File: config.mk
export PLATFORM = sky130hd
export DESIGN_NAME = rs_encode_stream_out_ctrl_flat
export DESIGN_NICKNAME = d
export VERILOG_FILES = /design/src/rtl/rs_encode_stream_out_ctrl_if.sv /design/src/rtl/rs_encode_stream_out_ctrl.sv /design/src/flat_wrapper.sv
export SDC_FILE = /design/constraint.sdc
export NUM_CORES = 1
export LEC_CHECK = 0
export CELL_PAD_IN_SITES_DETAIL_PLACEMENT = 1
export CELL_PAD_IN_SITES_GLOBAL_PLACEMENT = 1
export CORE_MARGIN = 1.5
export CORE_UTILIZATION = 24
export CTS_BUF_LIST = sky130_fd_sc_hd__clkbuf_8
export DETAILED_ROUTE_END_ITERATION = 12
export GPL_TIMING_DRIVEN = 0
export PLACE_DENSITY_LB_ADDON = 0.1
export SYNTH_ARGS = -nofsm -noshare
export SYNTH_HDL_FRONTEND = slang
export SYNTH_SLANG_ARGS = --single-unit
export TNS_END_PERCENT = 1
File: constraint.sdc
create_clock -name clk -period 1.5 [get_ports clk]
set_input_delay 0.3 -clock clk [delete_from_list [all_inputs] [get_ports clk]]
set_output_delay 0.3 -clock clk [all_outputs]
set_load 0.005 [all_outputs]
File: src/rtl/rs_encode_stream_out_ctrl_if.sv
// Handshake, parity-memory and datapath strobe/status bundle between
// rs_encode_stream_out_ctrl (master) and its surrounding datapath (slave).
interface rs_encode_stream_out_ctrl_if #(
  parameter int NUM_REQ_BLOCKS   = 64,
  parameter int NUM_REQ_BLOCKS_W = $clog2(NUM_REQ_BLOCKS)
);
  logic                      in_datap_out_ctrl_meta_val;
  logic                      out_ctrl_in_datap_meta_rdy;
  logic [NUM_REQ_BLOCKS_W:0] in_datap_out_ctrl_req_num_blocks;
  logic                      line_encode_stream_out_ctrl_val;
  logic                      out_ctrl_line_encode_stream_rdy;
  logic                      stream_encoder_dst_resp_val;
  logic                      dst_stream_encoder_resp_rdy;
  logic                      stream_encoder_dst_resp_last;
  logic                      parity_mem_rd_req_val;
  logic                      parity_mem_wr_val;
  logic                      out_ctrl_out_datap_store_meta;
  logic                      out_ctrl_out_datap_init_req_state;
  logic                      out_ctrl_out_datap_incr_block_count;
  logic                      out_ctrl_out_datap_init_line_count;
  logic                      out_ctrl_out_datap_incr_line_count;
  logic                      out_ctrl_out_datap_incr_parity_wr_addr;
  logic                      out_ctrl_out_datap_incr_parity_rd_addr;
  logic                      out_ctrl_out_datap_parity_out;
  logic                      out_datap_out_ctrl_last_block;
  logic                      out_datap_out_ctrl_last_data_line;
  logic                      out_datap_out_ctrl_last_parity_line;

  modport master (
    input  in_datap_out_ctrl_meta_val, in_datap_out_ctrl_req_num_blocks,
           line_encode_stream_out_ctrl_val, dst_stream_encoder_resp_rdy,
           out_datap_out_ctrl_last_block, out_datap_out_ctrl_last_data_line,
           out_datap_out_ctrl_last_parity_line,
    output out_ctrl_in_datap_meta_rdy, out_ctrl_line_encode_stream_rdy,
           stream_encoder_dst_resp_val, stream_encoder_dst_resp_last,
           parity_mem_rd_req_val, parity_mem_wr_val,
           out_ctrl_out_datap_store_meta, out_ctrl_out_datap_init_req_state,
           out_ctrl_out_datap_incr_block_count, out_ctrl_out_datap_init_line_count,
           out_ctrl_out_datap_incr_line_count, out_ctrl_out_datap_incr_parity_wr_addr,
           out_ctrl_out_datap_incr_parity_rd_addr, out_ctrl_out_datap_parity_out
  );

  modport slave (
    output in_datap_out_ctrl_meta_val, in_datap_out_ctrl_req_num_blocks,
           line_encode_stream_out_ctrl_val, dst_stream_encoder_resp_rdy,
           out_datap_out_ctrl_last_block, out_datap_out_ctrl_last_data_line,
           out_datap_out_ctrl_last_parity_line,
    input  out_ctrl_in_datap_meta_rdy, out_ctrl_line_encode_stream_rdy,
           stream_encoder_dst_resp_val, stream_encoder_dst_resp_last,
           parity_mem_rd_req_val, parity_mem_wr_val,
           out_ctrl_out_datap_store_meta, out_ctrl_out_datap_init_req_state,
           out_ctrl_out_datap_incr_block_count, out_ctrl_out_datap_init_line_count,
           out_ctrl_out_datap_incr_line_count, out_ctrl_out_datap_incr_parity_wr_addr,
           out_ctrl_out_datap_incr_parity_rd_addr, out_ctrl_out_datap_parity_out
  );
endinterface

File: src/rtl/rs_encode_stream_out_ctrl.sv
// Output-side control FSM for the RS encode stream: passes data lines to dst,
// writes each block's parity line to parity memory, then streams parity back out.
module rs_encode_stream_out_ctrl #(
  parameter int NUM_REQ_BLOCKS   = 64,
  parameter int NUM_REQ_BLOCKS_W = $clog2(NUM_REQ_BLOCKS)
) (
  input  logic                             clk,
  input  logic                             rst,
  rs_encode_stream_out_ctrl_if.master      bus
);

  typedef enum logic [2:0] {IDLE, DATA, PWR, PRD, POUT} state_e;

  state_e                    state_q, state_d;
  logic [NUM_REQ_BLOCKS_W:0] num_blocks;
  logic                      meta_fire, enc_fire, dst_fire;

  logic meta_rdy, enc_rdy, dst_val, dst_last, rd_req_val, wr_val;
  logic store_meta, init_req_state, incr_block_count, init_line_count;
  logic incr_line_count, incr_parity_wr_addr, incr_parity_rd_addr, parity_out;

  assign num_blocks = bus.in_datap_out_ctrl_req_num_blocks;
  assign meta_fire  = bus.in_datap_out_ctrl_meta_val & meta_rdy;
  assign enc_fire   = bus.line_encode_stream_out_ctrl_val & enc_rdy;
  assign dst_fire   = dst_val & bus.dst_stream_encoder_resp_rdy;

  always_ff @(posedge clk or negedge rst) begin
    if (!rst) state_q <= IDLE;
    else      state_q <= state_d;
  end

  always_comb begin
    state_d = state_q;
    unique case (state_q)
      IDLE: if (meta_fire && (num_blocks != '0)) state_d = DATA;
      DATA: if (dst_fire && bus.out_datap_out_ctrl_last_data_line) state_d = PWR;
      PWR:  if (enc_fire) state_d = bus.out_datap_out_ctrl_last_block ? PRD : DATA;
      PRD:  state_d = POUT;
      POUT: if (dst_fire) state_d = bus.out_datap_out_ctrl_last_parity_line ? IDLE : PRD;
      default: state_d = IDLE;
    endcase
  end

  // IDLE outputs are gated by rst so every output reads 0 while reset is held.
  always_comb begin
    meta_rdy            = 1'b0;
    enc_rdy             = 1'b0;
    dst_val             = 1'b0;
    dst_last            = 1'b0;
    rd_req_val          = 1'b0;
    wr_val              = 1'b0;
    store_meta          = 1'b0;
    init_req_state      = 1'b0;
    incr_block_count    = 1'b0;
    init_line_count     = 1'b0;
    incr_line_count     = 1'b0;
    incr_parity_wr_addr = 1'b0;
    incr_parity_rd_addr = 1'b0;
    parity_out          = 1'b0;
    unique case (state_q)
      IDLE: begin
        meta_rdy = rst;
        if (bus.in_datap_out_ctrl_meta_val && rst) begin
          store_meta      = 1'b1;
          init_req_state  = 1'b1;
          init_line_count = 1'b1;
        end
      end
      DATA: begin
        dst_val = bus.line_encode_stream_out_ctrl_val;
        enc_rdy = bus.dst_stream_encoder_resp_rdy;
        if (bus.line_encode_stream_out_ctrl_val && bus.dst_stream_encoder_resp_rdy) begin
          if (bus.out_datap_out_ctrl_last_data_line) init_line_count = 1'b1;
          else                                       incr_line_count = 1'b1;
        end
      end
      PWR: begin
        enc_rdy = 1'b1;
        if (bus.line_encode_stream_out_ctrl_val) begin
          wr_val              = 1'b1;
          incr_parity_wr_addr = 1'b1;
          incr_block_count    = ~bus.out_datap_out_ctrl_last_block;
        end
      end
      PRD: begin
        rd_req_val          = 1'b1;
        incr_parity_rd_addr = 1'b1;
      end
      POUT: begin
        // Read address has already advanced, so last_parity_line flags this beat.
        parity_out = 1'b1;
        dst_val    = 1'b1;
        dst_last   = bus.out_datap_out_ctrl_last_parity_line;
      end
      default: ;
    endcase
  end

  assign bus.out_ctrl_in_datap_meta_rdy             = meta_rdy;
  assign bus.out_ctrl_line_encode_stream_rdy        = enc_rdy;
  assign bus.stream_encoder_dst_resp_val            = dst_val;
  assign bus.stream_encoder_dst_resp_last           = dst_last;
  assign bus.parity_mem_rd_req_val                  = rd_req_val;
  assign bus.parity_mem_wr_val                      = wr_val;
  assign bus.out_ctrl_out_datap_store_meta          = store_meta;
  assign bus.out_ctrl_out_datap_init_req_state      = init_req_state;
  assign bus.out_ctrl_out_datap_incr_block_count    = incr_block_count;
  assign bus.out_ctrl_out_datap_init_line_count     = init_line_count;
  assign bus.out_ctrl_out_datap_incr_line_count     = incr_line_count;
  assign bus.out_ctrl_out_datap_incr_parity_wr_addr = incr_parity_wr_addr;
  assign bus.out_ctrl_out_datap_incr_parity_rd_addr = incr_parity_rd_addr;
  assign bus.out_ctrl_out_datap_parity_out          = parity_out;

endmodule

File: src/flat_wrapper.sv
// flat-port wrapper written by rule: the top's interface ports become plain ports
module rs_encode_stream_out_ctrl_flat 
#(
  parameter int NUM_REQ_BLOCKS   = 64,
  parameter int NUM_REQ_BLOCKS_W = $clog2(NUM_REQ_BLOCKS)
)
  (clk, rst, bus_in_datap_out_ctrl_meta_val, bus_in_datap_out_ctrl_req_num_blocks, bus_line_encode_stream_out_ctrl_val, bus_dst_stream_encoder_resp_rdy, bus_out_datap_out_ctrl_last_block, bus_out_datap_out_ctrl_last_data_line, bus_out_datap_out_ctrl_last_parity_line, bus_out_ctrl_in_datap_meta_rdy, bus_out_ctrl_line_encode_stream_rdy, bus_stream_encoder_dst_resp_val, bus_stream_encoder_dst_resp_last, bus_parity_mem_rd_req_val, bus_parity_mem_wr_val, bus_out_ctrl_out_datap_store_meta, bus_out_ctrl_out_datap_init_req_state, bus_out_ctrl_out_datap_incr_block_count, bus_out_ctrl_out_datap_init_line_count, bus_out_ctrl_out_datap_incr_line_count, bus_out_ctrl_out_datap_incr_parity_wr_addr, bus_out_ctrl_out_datap_incr_parity_rd_addr, bus_out_ctrl_out_datap_parity_out);
  rs_encode_stream_out_ctrl_if #(.NUM_REQ_BLOCKS(NUM_REQ_BLOCKS), .NUM_REQ_BLOCKS_W(NUM_REQ_BLOCKS_W)) bus_i ();
  input  logic clk;
  input  logic rst;
  input wire logic [$bits(bus_i.in_datap_out_ctrl_meta_val)-1:0] bus_in_datap_out_ctrl_meta_val;
  input wire logic [$bits(bus_i.in_datap_out_ctrl_req_num_blocks)-1:0] bus_in_datap_out_ctrl_req_num_blocks;
  input wire logic [$bits(bus_i.line_encode_stream_out_ctrl_val)-1:0] bus_line_encode_stream_out_ctrl_val;
  input wire logic [$bits(bus_i.dst_stream_encoder_resp_rdy)-1:0] bus_dst_stream_encoder_resp_rdy;
  input wire logic [$bits(bus_i.out_datap_out_ctrl_last_block)-1:0] bus_out_datap_out_ctrl_last_block;
  input wire logic [$bits(bus_i.out_datap_out_ctrl_last_data_line)-1:0] bus_out_datap_out_ctrl_last_data_line;
  input wire logic [$bits(bus_i.out_datap_out_ctrl_last_parity_line)-1:0] bus_out_datap_out_ctrl_last_parity_line;
  output wire logic [$bits(bus_i.out_ctrl_in_datap_meta_rdy)-1:0] bus_out_ctrl_in_datap_meta_rdy;
  output wire logic [$bits(bus_i.out_ctrl_line_encode_stream_rdy)-1:0] bus_out_ctrl_line_encode_stream_rdy;
  output wire logic [$bits(bus_i.stream_encoder_dst_resp_val)-1:0] bus_stream_encoder_dst_resp_val;
  output wire logic [$bits(bus_i.stream_encoder_dst_resp_last)-1:0] bus_stream_encoder_dst_resp_last;
  output wire logic [$bits(bus_i.parity_mem_rd_req_val)-1:0] bus_parity_mem_rd_req_val;
  output wire logic [$bits(bus_i.parity_mem_wr_val)-1:0] bus_parity_mem_wr_val;
  output wire logic [$bits(bus_i.out_ctrl_out_datap_store_meta)-1:0] bus_out_ctrl_out_datap_store_meta;
  output wire logic [$bits(bus_i.out_ctrl_out_datap_init_req_state)-1:0] bus_out_ctrl_out_datap_init_req_state;
  output wire logic [$bits(bus_i.out_ctrl_out_datap_incr_block_count)-1:0] bus_out_ctrl_out_datap_incr_block_count;
  output wire logic [$bits(bus_i.out_ctrl_out_datap_init_line_count)-1:0] bus_out_ctrl_out_datap_init_line_count;
  output wire logic [$bits(bus_i.out_ctrl_out_datap_incr_line_count)-1:0] bus_out_ctrl_out_datap_incr_line_count;
  output wire logic [$bits(bus_i.out_ctrl_out_datap_incr_parity_wr_addr)-1:0] bus_out_ctrl_out_datap_incr_parity_wr_addr;
  output wire logic [$bits(bus_i.out_ctrl_out_datap_incr_parity_rd_addr)-1:0] bus_out_ctrl_out_datap_incr_parity_rd_addr;
  output wire logic [$bits(bus_i.out_ctrl_out_datap_parity_out)-1:0] bus_out_ctrl_out_datap_parity_out;
  assign bus_i.in_datap_out_ctrl_meta_val = bus_in_datap_out_ctrl_meta_val;
  assign bus_i.in_datap_out_ctrl_req_num_blocks = bus_in_datap_out_ctrl_req_num_blocks;
  assign bus_i.line_encode_stream_out_ctrl_val = bus_line_encode_stream_out_ctrl_val;
  assign bus_i.dst_stream_encoder_resp_rdy = bus_dst_stream_encoder_resp_rdy;
  assign bus_i.out_datap_out_ctrl_last_block = bus_out_datap_out_ctrl_last_block;
  assign bus_i.out_datap_out_ctrl_last_data_line = bus_out_datap_out_ctrl_last_data_line;
  assign bus_i.out_datap_out_ctrl_last_parity_line = bus_out_datap_out_ctrl_last_parity_line;
  assign bus_out_ctrl_in_datap_meta_rdy = bus_i.out_ctrl_in_datap_meta_rdy;
  assign bus_out_ctrl_line_encode_stream_rdy = bus_i.out_ctrl_line_encode_stream_rdy;
  assign bus_stream_encoder_dst_resp_val = bus_i.stream_encoder_dst_resp_val;
  assign bus_stream_encoder_dst_resp_last = bus_i.stream_encoder_dst_resp_last;
  assign bus_parity_mem_rd_req_val = bus_i.parity_mem_rd_req_val;
  assign bus_parity_mem_wr_val = bus_i.parity_mem_wr_val;
  assign bus_out_ctrl_out_datap_store_meta = bus_i.out_ctrl_out_datap_store_meta;
  assign bus_out_ctrl_out_datap_init_req_state = bus_i.out_ctrl_out_datap_init_req_state;
  assign bus_out_ctrl_out_datap_incr_block_count = bus_i.out_ctrl_out_datap_incr_block_count;
  assign bus_out_ctrl_out_datap_init_line_count = bus_i.out_ctrl_out_datap_init_line_count;
  assign bus_out_ctrl_out_datap_incr_line_count = bus_i.out_ctrl_out_datap_incr_line_count;
  assign bus_out_ctrl_out_datap_incr_parity_wr_addr = bus_i.out_ctrl_out_datap_incr_parity_wr_addr;
  assign bus_out_ctrl_out_datap_incr_parity_rd_addr = bus_i.out_ctrl_out_datap_incr_parity_rd_addr;
  assign bus_out_ctrl_out_datap_parity_out = bus_i.out_ctrl_out_datap_parity_out;
  rs_encode_stream_out_ctrl #(.NUM_REQ_BLOCKS(NUM_REQ_BLOCKS), .NUM_REQ_BLOCKS_W(NUM_REQ_BLOCKS_W)) u_core (.clk(clk), .rst(rst), .bus(bus_i));
endmodule
==> run_results.csv <==
group,metric,value,unit
power_and_ir_drop,vdd_drop_max,0.718,mV
worst_setup_path,reg2reg_to,"u_core.state_q[1]",
clocking,clk_latency,0.22,ns
power_and_ir_drop,leakagePower,0.000426,uW
drt,drt-wirelength-per-cell,12.1,um
timing,fmax,566,MHz
place,place.gp.congestion,0.683,
final_layout,seqCellArea,76.3,um2
clocking,holdBufCountCts,0,
place,portBuffers,28,
final_layout,mostFrequentLayoutCells,"clkdlybuf4s50_1, buf_6, buf_4",
timing,whs,0.0146,ns
floorplanning,core,1560,um2
worst_setup_path,worst_ep_arrival_time,1.47,ns
floorplanning,fp.dieW,44.5,um
logic_synthesis,yosysUniqueCellTypes,26,
drt,vias_per_cell,4.78,
logic_synthesis,synth-async-reset-ratio,1.00,
clocking,cts_made_buffers,3,
final_layout,final_area,883,um2
drt,vias,497,
floorplanning,io_pins,29,
final_layout,multiInputGateArea,344,um2
place,hpwl,926,um
outcome,outcome,"complete, but fails checks",
final_layout,fillers,202,
timing,maxSlewViolCount,0,
grt,grt_pass1_wl,2350,um
floorplanning,rows,14,
clocking,root_buffer,"clkbuf_8",
worst_setup_path,r2r_cells,6,
worst_setup_path,r2r_slack,0.02,ns
clocking,cts_tree,"done",
outcome,violations,"design-rule violations, negative setup slack",
final_layout,antennaDiodeCount,0,
grt,grt.total_usage,0.164,
timing,finalSetupViolCount,12,
logic_synthesis,synth_area,413,um2
logic_synthesis,ys.flop_type,"dfrtp_1",
timing,layout_min_cycle_time,1.77,ns
worst_setup_path,required,1.20,ns
worst_setup_path,start_kind,"flip-flop",
final_layout,layout_commonest_cell,"clkdlybuf4s50_1",
grt,antenna_found_initial,0,
final_layout,nets,104,
grt,grt_pass1_vias,515,
final_layout,drive_above_1_share,0.568,
final_layout,largest_reg_flops,3,
worst_setup_path,worstSetupEndpoint,"bus_out_ctrl_out_datap_store_meta",
logic_synthesis,ys_seq_area_frac,0.182,
floorplanning,die_h,44.5,um
drt,drc,1,
timing,clock_skew,0.00436,ns
logic_synthesis,yosys_warnings,0,
flow_run,cap_violations,0,
power_and_ir_drop,powerDensity,1730,nW/um2
logic_synthesis,synth_area_per_cell,9.18,um2
drt,drt-pass1-iter-count,8,
clocking,clk_path_buf_depth,2,
grt,grt_max_degree,11,
worst_setup_path,worst-path-max-fanout,3,
drt,wirelength,1260,um
clocking,clk_pin_slew,0.03,ns
final_layout,largest-register,"u_core.state_q",
drt,ant_nets,0,
logic_synthesis,synth_edf_count,0,
timing,tightest_slew,0.243,ns
clocking,htreeDepth,1,
floorplanning,initial_core_util,0.265,
final_layout,top_regs,"u_core.state_q: 3 flops",
logic_synthesis,ys_seq_elements,3,
final_layout,area_delta_synth_final,114,%
timing,hold_violations,0,
timing,setup_ws,-0.267,ns
timing,rsz0062_at_grt,"yes",
logic_synthesis,syn_nets,60,
clocking,cts.sinks,3,
worst_setup_path,worstSetupPathType,"reg2out",
logic_synthesis,syn-instance-count,45,
hold_path,min_path_type,"in2async",
floorplanning,dieArea,1980,um2
worst_setup_path,cp-startpoint,"u_core.state_q[1]",
worst_setup_path,cp-end-kind,"output port",
grt,grt_overflow,0,
worst_setup_path,r2r-start,"u_core.state_q[0]",
power_and_ir_drop,power,1520,uW
drt,drt_iter0_drc,2,
timing,period_share,1.18,
timing,max_slew_margin,0.837,
place,postPlaceCellArea,713,um2
==> cells by family (layout without fill, tap and decap cells) <==
family | count (synthesis) | count (layout) | share of synthesized area
compound gates | 8 | 8 | 0.200
buf+inv | 6 | 49 | 0.127
flops | 3 | 3 | 0.182
simple gates | 28 | 28 | 0.491
==> report_power, final <==
part / switching (uW) / internal [uW] / total, uW
Sequential: 41.7 / 124 / 166
Combinational: 441 / 691 / 1130
Clock: 52.3 / 174 / 226
Total: 535 / 989 / 1520
==> area by class of cell <==
| type | count | share of cell area |
|---|---|---|
| Buffer | 6 | 0.0722 |
| Clock buffer | 3 | 0.0467 |
| Clock inverter | 1 | 0.00425 |
| Multi-Input combinational cell | 36 | 0.390 |
| Sequential cell | 3 | 0.0864 |
| Tap cell | 16 | 0.0227 |
| Timing Repair Buffer | 39 | 0.378 |
==> worst min-delay path by stage <==
stage | end | slack (ns) | cells after the start
global placement | u_core.state_q[0] | 0.50 | 1
CTS | u_core.state_q[2] | 0.02 | 1
global route | u_core.state_q[2] | 0.01 | 1
detailed placement | u_core.state_q[2] | 0.51 | 1
finish | u_core.state_q[2] | 0.01 | 1
floorplan | u_core.state_q[0] | 0.004 | 0
==> per-layer routing <==
metal,track usage,up-vias,wire (um)
met5,0,-,0
met3,0.0612,0,112
met1,0.207,227,522
met2,0.255,26,628
met4,0.0545,0,0
li1,-,244,-
==> critical path: stages (launching register included) <==
cell and delay, ns:
dfrtp_1 0.38, buf_6 0.12, nor4b_4 0.28, and2_4 0.20
buf_6 0.09, buf_4 0.09, buf_6 0.08
==> what timing repair did <==
item | in CTS | in global routing
buffers inserted | 10 | 1
pin swaps | 8 | 5
setup endpoints to repair | 14 | 13
resized for setup | 68 | 4
==> synthesized netlist by cell type, drive strengths merged, types with 2 or more instances <==
cell type	number	area, um2
or2	3	18.8
nor3	3	15.0
nor2	4	15.0
nor3b	3	37.5
and2	3	18.8
buf	6	52.6
dfrtp	3	75.1
a21oi	2	10.0
nand2b	2	12.5
nor2b	2	15.0
==> metrics by stage <==
step	setup WS [ns]	TNS, ns	std cells	utilization
6_report	-0.267	-1.70	104	0.567
5_1_grt	-0.370	-2.74	104	0.567
4_1_cts	-0.280	-1.42	103	0.562
3_5_place_dp	-0.892	-7.02	89	0.457
3_3_place_gp	-0.851	-6.79	89	0.457
2_1_floorplan	0.0783	0	45	-
No activity file was read; power rests on OpenSTA's default activity.
